## src/rtl/bomb_fuse_queue.sv

```systemverilog
// bomb_fuse_queue: FIFO of placed bombs, each expiring FUSE_TICKS after placement.
// Build option BOMB_DUP_CHECK_EN: reject a placement on a tile holding a live bomb.
module bomb_fuse_queue #(
  parameter int DEPTH      = 4,
  parameter int FUSE_TICKS = 192
) (
  input  logic                       Clk,
  input  logic                       Reset,
  input  logic [11:0]                timer,
  input  logic                       place_req,
  input  logic [3:0]                 place_x,
  input  logic [3:0]                 place_y,
  output logic                       place_ack,
  output logic                       place_nack,
  output logic                       explode_valid,
  output logic [3:0]                 explode_x,
  output logic [3:0]                 explode_y,
  input  logic                       explode_ready,
  output logic [$clog2(DEPTH+1)-1:0] count
);

  localparam int CW = $clog2(DEPTH + 1);
  localparam int PW = (DEPTH > 1) ? $clog2(DEPTH) : 1;
  localparam logic [CW-1:0] FULL = CW'(DEPTH);
  localparam logic [PW-1:0] LAST = PW'(DEPTH - 1);
  localparam logic [11:0]   FUSE = 12'(FUSE_TICKS);

  typedef enum logic {
    IDLE,
    PRESENT
  } state_t;

  state_t state;
  state_t state_nxt;

  logic [3:0]    x_mem  [DEPTH];
  logic [3:0]    y_mem  [DEPTH];
  logic [11:0]   ts_mem [DEPTH];
  logic [PW-1:0] rd_ptr;
  logic [PW-1:0] wr_ptr;

  logic        dup;
  logic        accept;
  logic        pop;
  logic        expired;
  logic        load;
  logic [11:0] age;

`ifdef BOMB_DUP_CHECK_EN
  logic [DEPTH-1:0] live;

  always_comb begin
    dup = 1'b0;
    for (int i = 0; i < DEPTH; i++) begin
      if (live[i] && x_mem[i] == place_x &&
          y_mem[i] == place_y)
        dup = 1'b1;
    end
  end

  always_ff @(posedge Clk or posedge Reset) begin
    if (Reset) begin
      live <= '0;
    end else begin
      if (pop)
        live[rd_ptr] <= 1'b0;
      if (accept)
        live[wr_ptr] <= 1'b1;
    end
  end
`else
  assign dup = 1'b0;
`endif

  // Fullness is judged on the count before any same-cycle pop.
  assign accept = place_req && (count < FULL) && !dup;
  assign pop    = explode_valid && explode_ready;

  // Modulo-4096 subtraction keeps the age correct across timer wrap.
  assign age     = timer - ts_mem[rd_ptr];
  assign expired = (count != '0) && (age >= FUSE);

  assign explode_valid = (state == PRESENT);

  always_comb begin
    state_nxt = state;
    load      = 1'b0;
    unique case (state)
      IDLE: begin
        if (expired) begin
          state_nxt = PRESENT;
          load      = 1'b1;
        end
      end
      PRESENT: begin
        if (explode_ready)
          state_nxt = IDLE;
      end
    endcase
  end

  always_ff @(posedge Clk or posedge Reset) begin
    if (Reset)
      state <= IDLE;
    else
      state <= state_nxt;
  end

  always_ff @(posedge Clk) begin
    if (accept) begin
      x_mem[wr_ptr]  <= place_x;
      y_mem[wr_ptr]  <= place_y;
      ts_mem[wr_ptr] <= timer;
    end
  end

  always_ff @(posedge Clk or posedge Reset) begin
    if (Reset) begin
      rd_ptr     <= '0;
      wr_ptr     <= '0;
      count      <= '0;
      place_ack  <= 1'b0;
      place_nack <= 1'b0;
      explode_x  <= '0;
      explode_y  <= '0;
    end else begin
      place_ack  <= accept;
      place_nack <= place_req && !accept;
      if (accept)
        wr_ptr <= (wr_ptr == LAST) ? '0 : wr_ptr + PW'(1);
      if (pop)
        rd_ptr <= (rd_ptr == LAST) ? '0 : rd_ptr + PW'(1);
      unique case ({accept, pop})
        2'b10:   count <= count + CW'(1);
        2'b01:   count <= count - CW'(1);
        default: count <= count;
      endcase
      if (load) begin
        explode_x <= x_mem[rd_ptr];
        explode_y <= y_mem[rd_ptr];
      end
    end
  end

endmodule

```

## config.mk

```make
export PLATFORM = sky130hd
export DESIGN_NAME = bomb_fuse_queue
export DESIGN_NICKNAME = d
export VERILOG_FILES = /design/src/rtl/bomb_fuse_queue.sv
export SDC_FILE = /design/constraint.sdc
export NUM_CORES = 1
export LEC_CHECK = 0
export CAP_MARGIN = 5
export CORE_MARGIN = 1
export CORE_UTILIZATION = 45
export CTS_CLUSTER_DIAMETER = 120
export CTS_CLUSTER_SIZE = 12
export DETAILED_ROUTE_END_ITERATION = 7
export PLACE_DENSITY = 0.74
export SETUP_SLACK_MARGIN = 0.5
export SLEW_MARGIN = 15
export SYNTH_ARGS = -nofsm -noshare
export SYNTH_HDL_FRONTEND = slang
export SYNTH_SLANG_ARGS = --single-unit
export TNS_END_PERCENT = 20
```

## constraint.sdc

```tcl
create_clock -name Clk -period 5.69 [get_ports Clk]
set_input_delay 1.138 -clock Clk [delete_from_list [all_inputs] [get_ports Clk]]
set_output_delay 1.138 -clock Clk [all_outputs]
set_load 0.03 [all_outputs]
```

# Word-level counts from Yosys, hierarchy flattened
# Memories as Yosys holds them, arrays and structs flattened. A register that Yosys moved wholly into a read port is not among the register bits.
# Index checks and enable logic that the tools add are counted.
# Widths: inputs -> output; s select.
# word_totals
memories,3
register_bits,10
inputBits,24
mem_bits_rw,80
# memory_table
name,depth,width,read_ports,rd_clocked_by_memory_dff,write_ports,line,source
ts_mem,4,12,1,0,1,38,logic [11:0] ts_mem [DEPTH];
x_mem,4,4,1,1,1,36,logic [3:0] x_mem [DEPTH];
y_mem,4,4,1,1,1,37,logic [3:0] y_mem [DEPTH];
# classes
n_bitwise,1
n_reduce_logical,7
n_lt_le_gt_ge,2
n_eq_ne,4
add_sub_neg,5
n_mux,9
# op_table
op,count
$ge 12x8->1 const B,1
$sub 12x12->12,1
$eq 2x2->1 const B,3
$pmux 3 s2,1
$mux 1,5
$add 2x1->2 const B,2
$logic_and 1x1->1,4
$mux 2,2
$add 3x1->3 const B,1
$lt 3x3->1 const B,1
$reduce_bool 3->1,1
$sub 3x1->3 const B,1
$eq 2x1->1 const B,1
$pmux 1 s2,1
$reduce_bool 2->1,1
$logic_not 1->1,1
$not 1->1,1

# Depth between registers and ports, before layout
# An unclocked memory read counts as a cell.
# logic_depth
word_depth,6
mapped_depth,12

# Least setup slack after synthesis
# No wires, ideal clock.
# synth_path
path_kind,reg2reg
startpoint,register rd_ptr[0]
endpoint,"register explode_x[0], read port of x_mem"
stages_incl_launch_ff,13
path_buffers,2
arrival_time_ns,3.923
setup_slack_ns,1.642
setup_time_ns,0.125
cell_sequence,dfrtp_1 -> buf_1 -> buf_2 -> mux4_2 -> ha_1 -> fa_1 -> nor2b_1 -> o31ai_1 -> a21oi_1 -> o22ai_1 -> o32a_4 -> a31oi_4 -> mux2_2
# synth_between
elab_chain_cells,6
# synth_rtl
item,line,source
"start, declared",39,logic [PW-1:0] rd_ptr;
"start signal, assigned",132,rd_ptr <= (rd_ptr == LAST) ? '0 : rd_ptr + PW'(1);
$mem_v2 4x12,--,
$sub 12x12->12,80,assign age = timer - ts_mem[rd_ptr];
$ge 12x8->1,81,assign expired = (count != '0) && (age >= FUSE);
$logic_and 1x1->1,81,
$mux 1,90,if (expired) begin
$mux 1,88,unique case (state)
"end, declared",16,"output logic [3:0] explode_x,"
# Parallel ways exist; a longest one is shown, timed or not.
# A chain may end at the register's enable or synchronous reset.

# Final worst setup path
# layout_path
startpoint,input timer[0]
endpoint,"register explode_y[1], read port of y_mem"
# layout_between
elab_chain_cells,5
# layout_rtl
item,line,source
"start, declared",9,"input logic [11:0] timer,"
$sub 12x12->12,80,
$ge 12x8->1,81,
$logic_and 1x1->1,81,
$mux 1,90,
$mux 1,88,
"end, declared",17,"output logic [3:0] explode_y,"
# Every way passes these cells.

==> results by group <==
Status
  • Outcome: completed

Cells and area
  • Final core occ: 0.545
  • Ant diodes: 0
  • Final nets: 340
  • Finished Layout Cells: ~430
  • Final instance area: around 5000 sq um
  • Layout cells sized above 1: 0.189
  • Area Growth Syn to Fin: 17.7%

Min path
  • Worst hold path depth: 1
  • Min-delay src: count[0]
  • HP Class: reg2reg
  • WHS Endpoint: count[0]

Synthesis
  • Area contributors post-synth: edfxtp_1, dfrtp_1, mux4_2
  • Fraction of registers with async set/reset: 0.184
  • Synth top area share: 0.562
  • Synth Instances: 250
  • Most numerous cell in the Yosys netlist: edfxtp_1
  • Sequential area share after synthesis: 0.667
  • Distinct cell type count after synthesis: 43
  • Syn avg cell area: 17.1 sq um
  • Synth Warn #: 0
  • Synth Cell Area: 4280 sq um
  • Top FF cell, synth: edfxtp_1
  • Post-synth top cells: edfxtp_1, inv_1, mux4_2
  • Yosys reg bits: between 90 and 100
  • Yosys top cell by area: edfxtp_1
  • Synthesized Nets: 293
  • Post-synth EDFFs: 80

Critical path
  • Reg-to-Reg Start: rd_ptr[1]
  • Cells along the critical path: clkdlybuf4s50_1 > inv_1 > ha_1 > fa_1 > nor2b_1 > o31ai_1 > a21oi_1 > o22ai_1 > o32a_4 > a31oi_4 > mux2_2
  • Reg2reg end: explode_y[1]
  • Worst EP arrival: 4120 ps
  • Crit path buf inv count: 2
  • CP Capture Type: flop
  • CP startpoint kind: primary input
  • Req. time, crit path: 5940 ps
  • Family with the most delay on the worst path: compound AO/OA/AOI/OAI gates
  • Crit Path Max Fanout: 9
  • WS Path Type: in2reg
  • CP max stage delay: about 540 ps
  • Reg2Reg Depth: 10
  • Worst R2R Setup Slack: around 2000 ps
  • CP Launch Point: timer[0]
  • Slowest stage cell, crit path: clkdlybuf4s50_1

Pwr
  • Overall power: between 2 and 3 mW
  • Leakage power: between 1.5 and 2 nW
  • Comb pwr share: 0.426
  • Internal power: 1.66 mW
  • Register share of total power: 0.394
  • Power density cells: slightly above 500 nW/um^2
  • Sw frac: 0.353
  • Maximum vdd drop: 198 uV
  • P_sw: roughly 0.91 mW
  • Clock power frac: 0.180

Floorplan
  • # IOs: 38
  • Die Wd: 99.5 um
  • Die Y: 99.5 um
  • Core area: 9240 sq um
  • Initial Util: 0.463
  • DIE AREA: 9900 sq um
  • Row count: 35

Timing
  • Setup_tns: 0 ps
  • WHS: 525 ps
  • RSZ-0062 raised after global routing: no
  • Slew Limit Fails: 0
  • Post-route minimum period: roughly 3900 ps
  • Final Hold Viols: 0
  • Worst slew margin relative to its limit: 0.267
  • Max Clock Freq: 258 MHz
  • Final worst-path cycle share: 0.680
  • Least-Margin Pin Slew: 1100 ps
  • Final setup fails: 0
  • Layout Skew: 13.0 ps
  • PnR worst setup slack: ~1800 ps

Detailed routing
  • WL/cell: 16.7 um
  • Vias per cell: 5.19
  • DRC errors left: 0
  • Post-DRT Antenna Nets: 0
  • Iteration-0 DRC Markers: 97
  • Total Routed Length: 7200 um
  • 1st-pass router iterations: 4
  • Via count: 2239

Clock network
  • Postcts setup bufs: 0
  • CTS Buf Count: 9
  • CTS H-tree depth: 3
  • CTS Sinks: 98
  • Cts repair resizes: 0
  • Max Root-Sink Buffers: 2
  • Clock transition at path regs: 100 ps
  • Clock Latency Late Sink: roughly 370 ps
  • Clk root buf: clkbuf_8
  • Post-CTS Hold Fix Bufs: 0
  • CTS tree: built

Run
  • Max Cap Viol: 0

Place
  • Pre-CTS setup slack: 1490 ps
  • DP Wirelength: 4680 um
  • GPL Wtd Cong: 0.791
  • Post-Place Cell Area: around 4800 sq um
  • IO Port Bufs: 37
  • # placed instances: 414

GRT
  • Initial antenna violation count: 0
  • First-pass GRT wire length: 11700 um
  • Grt total ovfl: 0
  • Pin count of the biggest net entering global routing: 21
  • Via count of the first global-routing pass: 2336
  • Total GRT Usage: 0.162
[routing by layer]
metal / share of wire / track usage
met5: 0 / 0
met4: 0.015 / 0.0566
met3: 0.040 / 0.0464
met2: 0.49 / 0.259
met1: 0.46 / 0.213
[state kept, by name, summed over array words and instances, names as in the netlist]
signal	cells
count	3
explode_valid	1
explode_x	4
explode_y	4
place_ack	1
place_nack	1
rd_ptr	2
ts_mem	48
wr_ptr	2
x_mem	16
y_mem	16
[worst register-to-register path, cell delays in order, from the launching register on]
cell	delay, ps
dfrtp_1	810
mux4_2	410
inv_1	70
ha_1	250
nor2b_1	150
o31ai_1	400
a21oi_1	180
and4_4	230
o32a_4	350
a31oi_4	390
mux2_2	400
[kinds of logic after synthesis]
logic type / count (synthesis) / share of synthesized area
compound gates: 32 / 0.0547
fa+ha+maj: 19 / 0.0591
simple gates: 37 / 0.0532
flops: 98 / 0.667
xor+xnor: 4 / 0.00819
buf+inv: 30 / 0.0266
mux: 30 / 0.131
[power groups by stage]
stage | registers, mW | logic, mW | clock network [mW]
final | 1.01 | 1.09 | 0.462
after global routing | 1.03 | 1.20 | 0.502
after CTS | 1.01 | 1.10 | 0.472
after detailed placement | 1.03 | 1.09 | 0
after global placement | 1.02 | 1.06 | 0
after floorplan | 1.09 | 0.719 | 0
[placed cells by master (no fill, tap or decap), types with 3 or more instances in the layout]
cell type / n
o21ai_0: 6
ha_1: 17
nand2_1: 5
nor3_1: 4
dfrtp_1: 18
nor4_1: 3
clkdlybuf4s50_1: 37
edfxtp_1: 80
clkbuf_8: 9
inv_1: 25
o22ai_1: 3
or3_1: 3
mux2_2: 9
mux4_2: 20
and2_1: 5
nor2_1: 4
a21oi_1: 10
buf_4: 3
[layout make-up]
cell class	count	area (sq um)
sequential	98	2850
tap	129	161
clock buffer	9	124
multi-input combinational	122	1310
fill	742	4210
inverter	25	93.8
clock inverter	7	82.6
timing repair buffer	41	408
[how the worst max path moves through the flow]
stage | depth (start not counted) | end | slack, ps
after floorplan | 12 | explode_x[0] | 1640
final | 11 | explode_y[1] | 1820
after global routing | 11 | explode_y[1] | 1670
after CTS | 11 | explode_y[1] | 1850
after detailed placement | 11 | explode_y[0] | 1490
after global placement | 11 | explode_y[0] | 1590
Note: power is estimated with default switching activity, not from simulation.
